==> src/rtl/reg_scoreboard_pkg.sv <==
// Shared core defines: register file geometry and watchdog states.
// Optional feature macro: REG_SCOREBOARD_WB_BYPASS_EN.
package reg_scoreboard_pkg;

  localparam int REG_COUNT    = 16;
  localparam int REG_SIZE     = 32;
  localparam int REG_PTR_SIZE = $clog2(REG_COUNT);

  typedef logic [REG_PTR_SIZE-1:0] reg_ptr_t;
  typedef logic [REG_COUNT-1:0]    reg_mask_t;
  typedef logic [REG_SIZE-1:0]     reg_data_t;

  typedef enum logic [1:0] {
    WD_RUN     = 2'd0,
    WD_STALLED = 2'd1,
    WD_HUNG    = 2'd2
  } wd_state_t;

  function automatic reg_mask_t ptr_onehot(reg_ptr_t p);
    return reg_mask_t'(1) << p;
  endfunction

endpackage

==> src/rtl/reg_scoreboard_if.sv <==
// Decode/writeback bundle between the pipeline and the scoreboard.
// Optional feature macro: REG_SCOREBOARD_WB_BYPASS_EN.
interface reg_scoreboard_if;
  import reg_scoreboard_pkg::*;

  logic      FD_valid;
  reg_ptr_t  FD_insn_src_0;
  reg_ptr_t  FD_insn_src_1;
  logic      FD_src_0_used;
  logic      FD_src_1_used;
  logic      FD_dst_used;
  reg_ptr_t  FD_insn_dst;
  logic      MW_wb_valid;
  reg_ptr_t  MW_insn_dst;
  logic      init_R0;
  logic      flush;
  logic      stall;
  logic      issue;
  reg_mask_t busy_mask;
  logic      hang;
`ifdef REG_SCOREBOARD_WB_BYPASS_EN
  logic      wb_fwd_0;
  logic      wb_fwd_1;
`endif

  modport master (
    output FD_valid, FD_insn_src_0, FD_insn_src_1,
    output FD_src_0_used, FD_src_1_used,
    output FD_dst_used, FD_insn_dst,
    output MW_wb_valid, MW_insn_dst,
    output init_R0, flush,
`ifdef REG_SCOREBOARD_WB_BYPASS_EN
    input  wb_fwd_0, wb_fwd_1,
`endif
    input  stall, issue, busy_mask, hang
  );

  modport slave (
    input  FD_valid, FD_insn_src_0, FD_insn_src_1,
    input  FD_src_0_used, FD_src_1_used,
    input  FD_dst_used, FD_insn_dst,
    input  MW_wb_valid, MW_insn_dst,
    input  init_R0, flush,
`ifdef REG_SCOREBOARD_WB_BYPASS_EN
    output wb_fwd_0, wb_fwd_1,
`endif
    output stall, issue, busy_mask, hang
  );

endinterface

==> src/rtl/reg_scoreboard_stall_watchdog.sv <==
// Counts consecutive stall cycles; sticky hang once the limit is hit.
// Cleared only by reset or flush.
module reg_scoreboard_stall_watchdog
  import reg_scoreboard_pkg::*;
#(
  parameter int STALL_LIMIT = 255,
  parameter int CNT_SIZE    = 8
) (
  input  logic clk,
  input  logic reset,
  input  logic stall,
  input  logic flush,
  output logic hang
);

  localparam logic [CNT_SIZE-1:0] CNT_MAX = '1;
  localparam logic [CNT_SIZE-1:0] LIMIT   = CNT_SIZE'(STALL_LIMIT);

  if (((64'(1) << CNT_SIZE) - 1) < 64'(STALL_LIMIT)) begin : g_bad_cnt
    $error("CNT_SIZE too small for STALL_LIMIT");
  end

  wd_state_t           state_q, state_d;
  logic [CNT_SIZE-1:0] cnt_q, cnt_d;

  // State and counter registers
  always_ff @(posedge clk or negedge reset) begin
    if (!reset) begin
      state_q <= WD_RUN;
      cnt_q   <= '0;
    end else begin
      state_q <= state_d;
      cnt_q   <= cnt_d;
    end
  end

  // Next state: count stall run, latch hang at the limit
  always_comb begin
    state_d = state_q;
    cnt_d   = cnt_q;
    if (flush) begin
      state_d = WD_RUN;
      cnt_d   = '0;
    end else begin
      unique case (state_q)
        WD_RUN: begin
          if (stall) begin
            cnt_d   = CNT_SIZE'(1);
            state_d = (cnt_d >= LIMIT) ? WD_HUNG
                                       : WD_STALLED;
          end
        end
        WD_STALLED: begin
          if (stall) begin
            cnt_d = (cnt_q == CNT_MAX) ? cnt_q
                                       : cnt_q + 1'b1;
            if (cnt_d >= LIMIT) state_d = WD_HUNG;
          end else begin
            state_d = WD_RUN;
            cnt_d   = '0;
          end
        end
        WD_HUNG: begin
          if (stall && cnt_q != CNT_MAX)
            cnt_d = cnt_q + 1'b1;
        end
        default: begin
          state_d = WD_RUN;
          cnt_d   = '0;
        end
      endcase
    end
  end

  // Output: hang is a pure decode of the registered state
  always_comb begin
    hang = (state_q == WD_HUNG);
  end

endmodule

==> src/rtl/reg_scoreboard.sv <==
// Register scoreboard: RAW/WAW/init_R0 hazard stall plus hang watchdog.
// Optional feature macro: REG_SCOREBOARD_WB_BYPASS_EN (writeback bypass).
module reg_scoreboard
  import reg_scoreboard_pkg::*;
#(
  parameter int CORE_NUM    = 0,
  parameter int STALL_LIMIT = 255,
  parameter int CNT_SIZE    = 8
) (
  input logic             clk,
  input logic             reset,
  reg_scoreboard_if.slave sb
);

  if (CORE_NUM < 0) begin : g_bad_core
    $error("CORE_NUM must be non-negative");
  end

  reg_mask_t busy_q, busy_d;
  reg_mask_t wb_mask, set_mask, hz_mask;
  logic      raw0, raw1, waw, r0c;
  logic      stall_c, issue_c;
  logic      hang_w;

  // Writeback clear mask; with bypass it also hides the hazard
  always_comb begin
    wb_mask = sb.MW_wb_valid ? ptr_onehot(sb.MW_insn_dst)
                             : '0;
`ifdef REG_SCOREBOARD_WB_BYPASS_EN
    hz_mask = busy_q & ~wb_mask;
`else
    hz_mask = busy_q;
`endif
  end

  // Hazard detection and the zero-latency stall/issue decision
  always_comb begin
    raw0 = sb.FD_src_0_used & hz_mask[sb.FD_insn_src_0];
    raw1 = sb.FD_src_1_used & hz_mask[sb.FD_insn_src_1];
    waw  = sb.FD_dst_used & hz_mask[sb.FD_insn_dst];
    r0c  = sb.init_R0 &
           ((sb.FD_src_0_used & (sb.FD_insn_src_0 == '0)) |
            (sb.FD_src_1_used & (sb.FD_insn_src_1 == '0)) |
            (sb.FD_dst_used & (sb.FD_insn_dst == '0)));
    stall_c = sb.FD_valid & ~sb.flush &
              (raw0 | raw1 | waw | r0c);
    issue_c = sb.FD_valid & ~sb.flush & ~stall_c;
  end

  // Next busy vector: clear on writeback, then set on issue
  always_comb begin
    set_mask = (issue_c & sb.FD_dst_used)
             ? ptr_onehot(sb.FD_insn_dst) : '0;
    busy_d   = (busy_q & ~wb_mask) | set_mask;
  end

  // Busy register; flush drops every pending write
  always_ff @(posedge clk or negedge reset) begin
    if (!reset)        busy_q <= '0;
    else if (sb.flush) busy_q <= '0;
    else               busy_q <= busy_d;
  end

  reg_scoreboard_stall_watchdog #(
    .STALL_LIMIT (STALL_LIMIT),
    .CNT_SIZE    (CNT_SIZE)
  ) u_stall_watchdog (
    .clk   (clk),
    .reset (reset),
    .stall (stall_c),
    .flush (sb.flush),
    .hang  (hang_w)
  );

  assign sb.stall     = stall_c;
  assign sb.issue     = issue_c;
  assign sb.busy_mask = busy_q;
  assign sb.hang      = hang_w;

`ifdef REG_SCOREBOARD_WB_BYPASS_EN
  assign sb.wb_fwd_0 = sb.FD_src_0_used & sb.MW_wb_valid &
                       (sb.MW_insn_dst == sb.FD_insn_src_0);
  assign sb.wb_fwd_1 = sb.FD_src_1_used & sb.MW_wb_valid &
                       (sb.MW_insn_dst == sb.FD_insn_src_1);
`endif

endmodule

==> src/flat_wrapper.sv <==
// flat-port wrapper written by rule: the top's interface ports become plain ports
module reg_scoreboard_flat import reg_scoreboard_pkg::*;
#(
  parameter int CORE_NUM    = 0,
  parameter int STALL_LIMIT = 255,
  parameter int CNT_SIZE    = 8
)
  (clk, reset, sb_FD_valid, sb_FD_insn_src_0, sb_FD_insn_src_1, sb_FD_src_0_used, sb_FD_src_1_used, sb_FD_dst_used, sb_FD_insn_dst, sb_MW_wb_valid, sb_MW_insn_dst, sb_init_R0, sb_flush, sb_stall, sb_issue, sb_busy_mask, sb_hang);
  reg_scoreboard_if sb_i ();
  input logic clk;
  input logic reset;
  input wire logic [$bits(sb_i.FD_valid)-1:0] sb_FD_valid;
  input wire logic [$bits(sb_i.FD_insn_src_0)-1:0] sb_FD_insn_src_0;
  input wire logic [$bits(sb_i.FD_insn_src_1)-1:0] sb_FD_insn_src_1;
  input wire logic [$bits(sb_i.FD_src_0_used)-1:0] sb_FD_src_0_used;
  input wire logic [$bits(sb_i.FD_src_1_used)-1:0] sb_FD_src_1_used;
  input wire logic [$bits(sb_i.FD_dst_used)-1:0] sb_FD_dst_used;
  input wire logic [$bits(sb_i.FD_insn_dst)-1:0] sb_FD_insn_dst;
  input wire logic [$bits(sb_i.MW_wb_valid)-1:0] sb_MW_wb_valid;
  input wire logic [$bits(sb_i.MW_insn_dst)-1:0] sb_MW_insn_dst;
  input wire logic [$bits(sb_i.init_R0)-1:0] sb_init_R0;
  input wire logic [$bits(sb_i.flush)-1:0] sb_flush;
  output wire logic [$bits(sb_i.stall)-1:0] sb_stall;
  output wire logic [$bits(sb_i.issue)-1:0] sb_issue;
  output wire logic [$bits(sb_i.busy_mask)-1:0] sb_busy_mask;
  output wire logic [$bits(sb_i.hang)-1:0] sb_hang;
  assign sb_i.FD_valid = sb_FD_valid;
  assign sb_i.FD_insn_src_0 = sb_FD_insn_src_0;
  assign sb_i.FD_insn_src_1 = sb_FD_insn_src_1;
  assign sb_i.FD_src_0_used = sb_FD_src_0_used;
  assign sb_i.FD_src_1_used = sb_FD_src_1_used;
  assign sb_i.FD_dst_used = sb_FD_dst_used;
  assign sb_i.FD_insn_dst = sb_FD_insn_dst;
  assign sb_i.MW_wb_valid = sb_MW_wb_valid;
  assign sb_i.MW_insn_dst = sb_MW_insn_dst;
  assign sb_i.init_R0 = sb_init_R0;
  assign sb_i.flush = sb_flush;
  assign sb_stall = sb_i.stall;
  assign sb_issue = sb_i.issue;
  assign sb_busy_mask = sb_i.busy_mask;
  assign sb_hang = sb_i.hang;
  reg_scoreboard #(.CORE_NUM(CORE_NUM), .STALL_LIMIT(STALL_LIMIT), .CNT_SIZE(CNT_SIZE)) u_core (.clk(clk), .reset(reset), .sb(sb_i));
endmodule
==> config.mk <==
export PLATFORM = sky130hd
export DESIGN_NAME = reg_scoreboard_flat
export DESIGN_NICKNAME = d
export VERILOG_FILES = /design/src/rtl/reg_scoreboard_pkg.sv /design/src/rtl/reg_scoreboard_if.sv /design/src/rtl/reg_scoreboard_stall_watchdog.sv /design/src/rtl/reg_scoreboard.sv /design/src/flat_wrapper.sv
export SDC_FILE = /design/constraint.sdc
export NUM_CORES = 1
export LEC_CHECK = 0
export BUFFER_PORTS_ARGS = -buffer_cell sky130_fd_sc_hd__buf_2
export CELL_PAD_IN_SITES_DETAIL_PLACEMENT = 1
export CELL_PAD_IN_SITES_GLOBAL_PLACEMENT = 1
export CORE_MARGIN = 2
export CORE_UTILIZATION = 37
export CTS_CLUSTER_DIAMETER = 120
export DETAILED_ROUTE_END_ITERATION = 8
export PLACE_DENSITY_LB_ADDON = 0.1
export REMOVE_ABC_BUFFERS = 1
export SETUP_SLACK_MARGIN = 0.1
export SKIP_CTS_REPAIR_TIMING = 1
export SYNTH_ARGS = -nofsm -noshare
export SYNTH_HDL_FRONTEND = slang
export SYNTH_SLANG_ARGS = --single-unit
==> constraint.sdc <==
create_clock -name clk -period 2.4 [get_ports clk]
set_input_delay 0.12 -clock clk [delete_from_list [all_inputs] [get_ports clk]]
set_output_delay 0.12 -clock clk [all_outputs]
set_load 0.05 [all_outputs]
==> flow_metrics.py <==
metrics = {
    "sta": {
        "fin_ws_ns": -0.112,
        "skew_ns": 0.00249,
        "hold_viol": 0,
        "worst_pin_slew_ns": 0.636,
        "fin_crit_ns": 2.51,
        "slew_headroom_pct": 57.6,
        "setup_viol": 17,
        "slew_viol_final": 0,
        "timing.fmax_mhz": 398,
        "rsz0062_at_grt": "yes",
        "tns_ns": -1.13,
        "fin_crit_sh_pct": 105,
    },
    "routing": {
        "viasPerCell": 5.88,
        "drtPass1Iterations": 4,
        "wire_per_inst_um": 19.7,
        "drtAntennaViolNets": 0,
        "drt-total-wl_um": 6990,
        "drtIter0Drc": 83,
        "drc_errors": 0,
        "routed-via-count": 2083,
    },
    "synthesis": {
        "synth_flop_cell": "dfrtp_1",
        "synth.yosys.seq_area_share_pct": 33.1,
        "syn_inst": 210,
        "synth.avg_cell_area_um2": 9.37,
        "yosysWarnings": 0,
        "synth_edf_count": 0,
        "netlist_area_mm2": 0.00197,
        "synth.distinct_cells": 52,
        "async_reset_ff_share_pct": 100,
        "synth_seq_cells": 26,
    },
    "floorplanning": {
        "die_w_um": 76.9,
        "die_h_um": 76.9,
        "core-area_mm2": 0.00511,
        "start_util_pct": 38.5,
        "boundaryPins": 44,
        "rows": 26,
        "die-area_mm2": 0.00592,
    },
    "clocking": {
        "tritoncts.num_buffers": 3,
        "cts_tree": "done",
        "clock_latency_ns": 0.28,
        "clockBufferDepth": 2,
        "clock_sinks": 26,
        "clkTransAtPathRegs_ns": 0.10,
        "root_buffer": "clkbuf_8",
        "htree_levels": 1,
    },
    "finish": {
        "area_growth_syn_to_layout_pct": 34.9,
        "final_nets": 311,
        "fillers": 624,
        "layout-drive-gt1-share_pct": 39.1,
        "antenna_cells": 0,
        "design_area_mm2": 0.00266,
    },
    "placement": {
        "io_buffers": 43,
        "placed_area_mm2": 0.00245,
        "dp_hpwl_um": 5300,
        "gp_congestion": 0.828,
    },
    "setup_path": {
        "end_kind": "flip-flop",
        "crit_type": "reg -> reg",
        "worstPathRequired_ns": 2.62,
        "path_max_fanout": 4,
        "startpoint_type": "flip-flop",
        "worst_ep_arrival_time_ns": 2.74,
    },
    "global_routing": {
        "grt_pass1_wl_um": 11000,
        "gr-total-overflow": 0,
        "grt_pass1_vias": 2090,
        "grt_max_degree": 27,
        "grt_use_total_pct": 23.5,
        "antenna_found_initial": 0,
    },
    "min_path": {
        "hold_class": "in -> reg",
    },
    "power": {
        "vdd_drop_max_v": 0.000187,
        "power-per-cell-area_mw_per_mm2": 360,
        "leakage_nw": 1.17,
    },
    "outcome": {
        "status": "finished with violations",
        "violations": "setup timing",
    },
    "run": {
        "max_cap_violations": 0,
    },
}
## cells in the mapped netlist, drive strengths merged (3+ instances only)
| master | count | area (um2) |
|---|---|---|
| o21ai | 23 | 115 |
| nand2 | 11 | 41.3 |
| o311ai | 4 | 35.0 |
| a21oi | 4 | 20.0 |
| xnor2 | 4 | 35.0 |
| nor3 | 5 | 25.0 |
| dfrtp | 26 | 651 |
| nand3 | 12 | 60.1 |
| nand4b | 3 | 26.3 |
| nand3b | 5 | 37.5 |
| or4 | 3 | 30.0 |
| mux2i | 7 | 70.1 |
| o211ai | 11 | 82.6 |
| nor2 | 17 | 63.8 |
| nand2b | 10 | 62.6 |
| nand4 | 5 | 31.3 |
| nor2b | 4 | 25.0 |
| mux4 | 8 | 184 |
| clkbuf | 3 | 11.3 |
| buf | 3 | 27.5 |
| inv | 7 | 26.3 |
## critical path, stage by stage (launching register included)
cell	delay, ns
dfrtp_1	0.41
mux4_1	0.53
nand4b_1	0.12
o211ai_1	0.10
nand4b_1	0.23
or2_4	0.32
buf_6	0.13
a311oi_4	0.29
buf_4	0.19
a22o_1	0.13
## where the power goes
part	leakage, nW	total (mW)	internal [mW]	switching [mW]
combinational	0.782	0.206	0.0849	0.121
sequential	0.359	0.448	0.442	0.00648
clock	0.0288	0.301	0.147	0.154
total	1.17	0.955	0.674	0.281
## cell families (layout without fill, tap and decap cells)
logic type,after synthesis,count (layout),share of synthesized area [%]
adder cells (fa/ha/maj),1,1,0.636
flip-flops,26,26,33.1
AND/OR/NAND/NOR,87,87,25.2
multiplexers,16,16,13.5
buffers and inverters,13,87,3.31
XOR/XNOR,4,4,1.78
AO/OA/AOI/OAI,63,63,22.6
## area by class of cell
cell class                      count  area [um2]  share of cell area, %
Tap cell                           70        87.6                   3.30
Inverter                            7        26.3                  0.990
Clock buffer                        4        55.1                   2.07
Timing Repair Buffer               76         504                   19.0
Sequential cell                    26         653                   24.6
Multi-Input combinational cell    171        1330                   50.0
## layer usage
metal  global-route usage (%)  wire length (um)
met1                     37.0              3460
met2                     34.2              3140
met3                     3.29               331
met4                     4.55                60
met5                        0                 0
## final timing paths
check	endpoint	cells after the start	start	slack (ns)
min in group asynchronous	u_core.sb.busy_mask[11]$_DFF_PN0_	2	reset	0.38
worst max register to register	u_core.u_stall_watchdog.cnt_q[4]$_DFFE_PN0P_	9	u_core.sb.busy_mask[9]$_DFF_PN0_	-0.11
worst min register to register	u_core.u_stall_watchdog.cnt_q[7]$_DFFE_PN0P_	1	u_core.u_stall_watchdog.cnt_q[7]$_DFFE_PN0P_	0.53
max in group asynchronous	u_core.u_stall_watchdog.cnt_q[0]$_DFFE_PN0P_	2	reset	1.56
worst max-delay path	u_core.u_stall_watchdog.cnt_q[4]$_DFFE_PN0P_	9	u_core.sb.busy_mask[9]$_DFF_PN0_	-0.11
worst min-delay path	u_core.u_stall_watchdog.cnt_q[0]$_DFFE_PN0P_	2	sb_flush	0.11
## flip-flops by register name (all words and copies together), names as in the netlist
signal                           flops
u_core.sb.busy_mask                 16
u_core.u_stall_watchdog.cnt_q        8
u_core.u_stall_watchdog.state_q      2
## placed cells by master (no fill, tap or decap), types with 3 or more instances in the layout
cell type | synthesis | layout
buf_2 | 1 | 41
buf_4 | 0 | 26
dfrtp_1 | 26 | 24
nor2_1 | 17 | 14
nand3_1 | 12 | 12
nand2_1 | 11 | 11
o211ai_1 | 11 | 11
nand2b_1 | 10 | 10
o21ai_2 | 0 | 10
inv_1 | 7 | 7
mux4_2 | 7 | 7
mux2i_1 | 7 | 7
o21ai_1 | 9 | 7
buf_6 | 2 | 7
o21ai_0 | 14 | 6
nand3b_1 | 5 | 5
nor3_1 | 5 | 5
nand4_1 | 5 | 5
nor2b_1 | 4 | 4
a21oi_1 | 4 | 4
xnor2_1 | 4 | 4
clkbuf_8 | 0 | 4
nand4b_1 | 3 | 3
nor2_4 | 0 | 3
o311ai_0 | 4 | 3
## per-stage QoR
step	util (%)	setup slack (ns)	std cells	hold slack (ns)	total power, mW
2_1_floorplan	-	-0.229	204	-0.176	0.531
3_3_place_gp	48.0	-0.00109	346	0.172	0.630
3_5_place_dp	48.0	-0.0507	346	0.172	0.633
4_1_cts	49.0	-0.266	350	-0.133	0.929
5_1_grt	52.0	-0.202	354	0.109	0.994
6_report	52.0	-0.112	354	0.108	0.955
No activity file was read; power rests on OpenSTA's default activity.
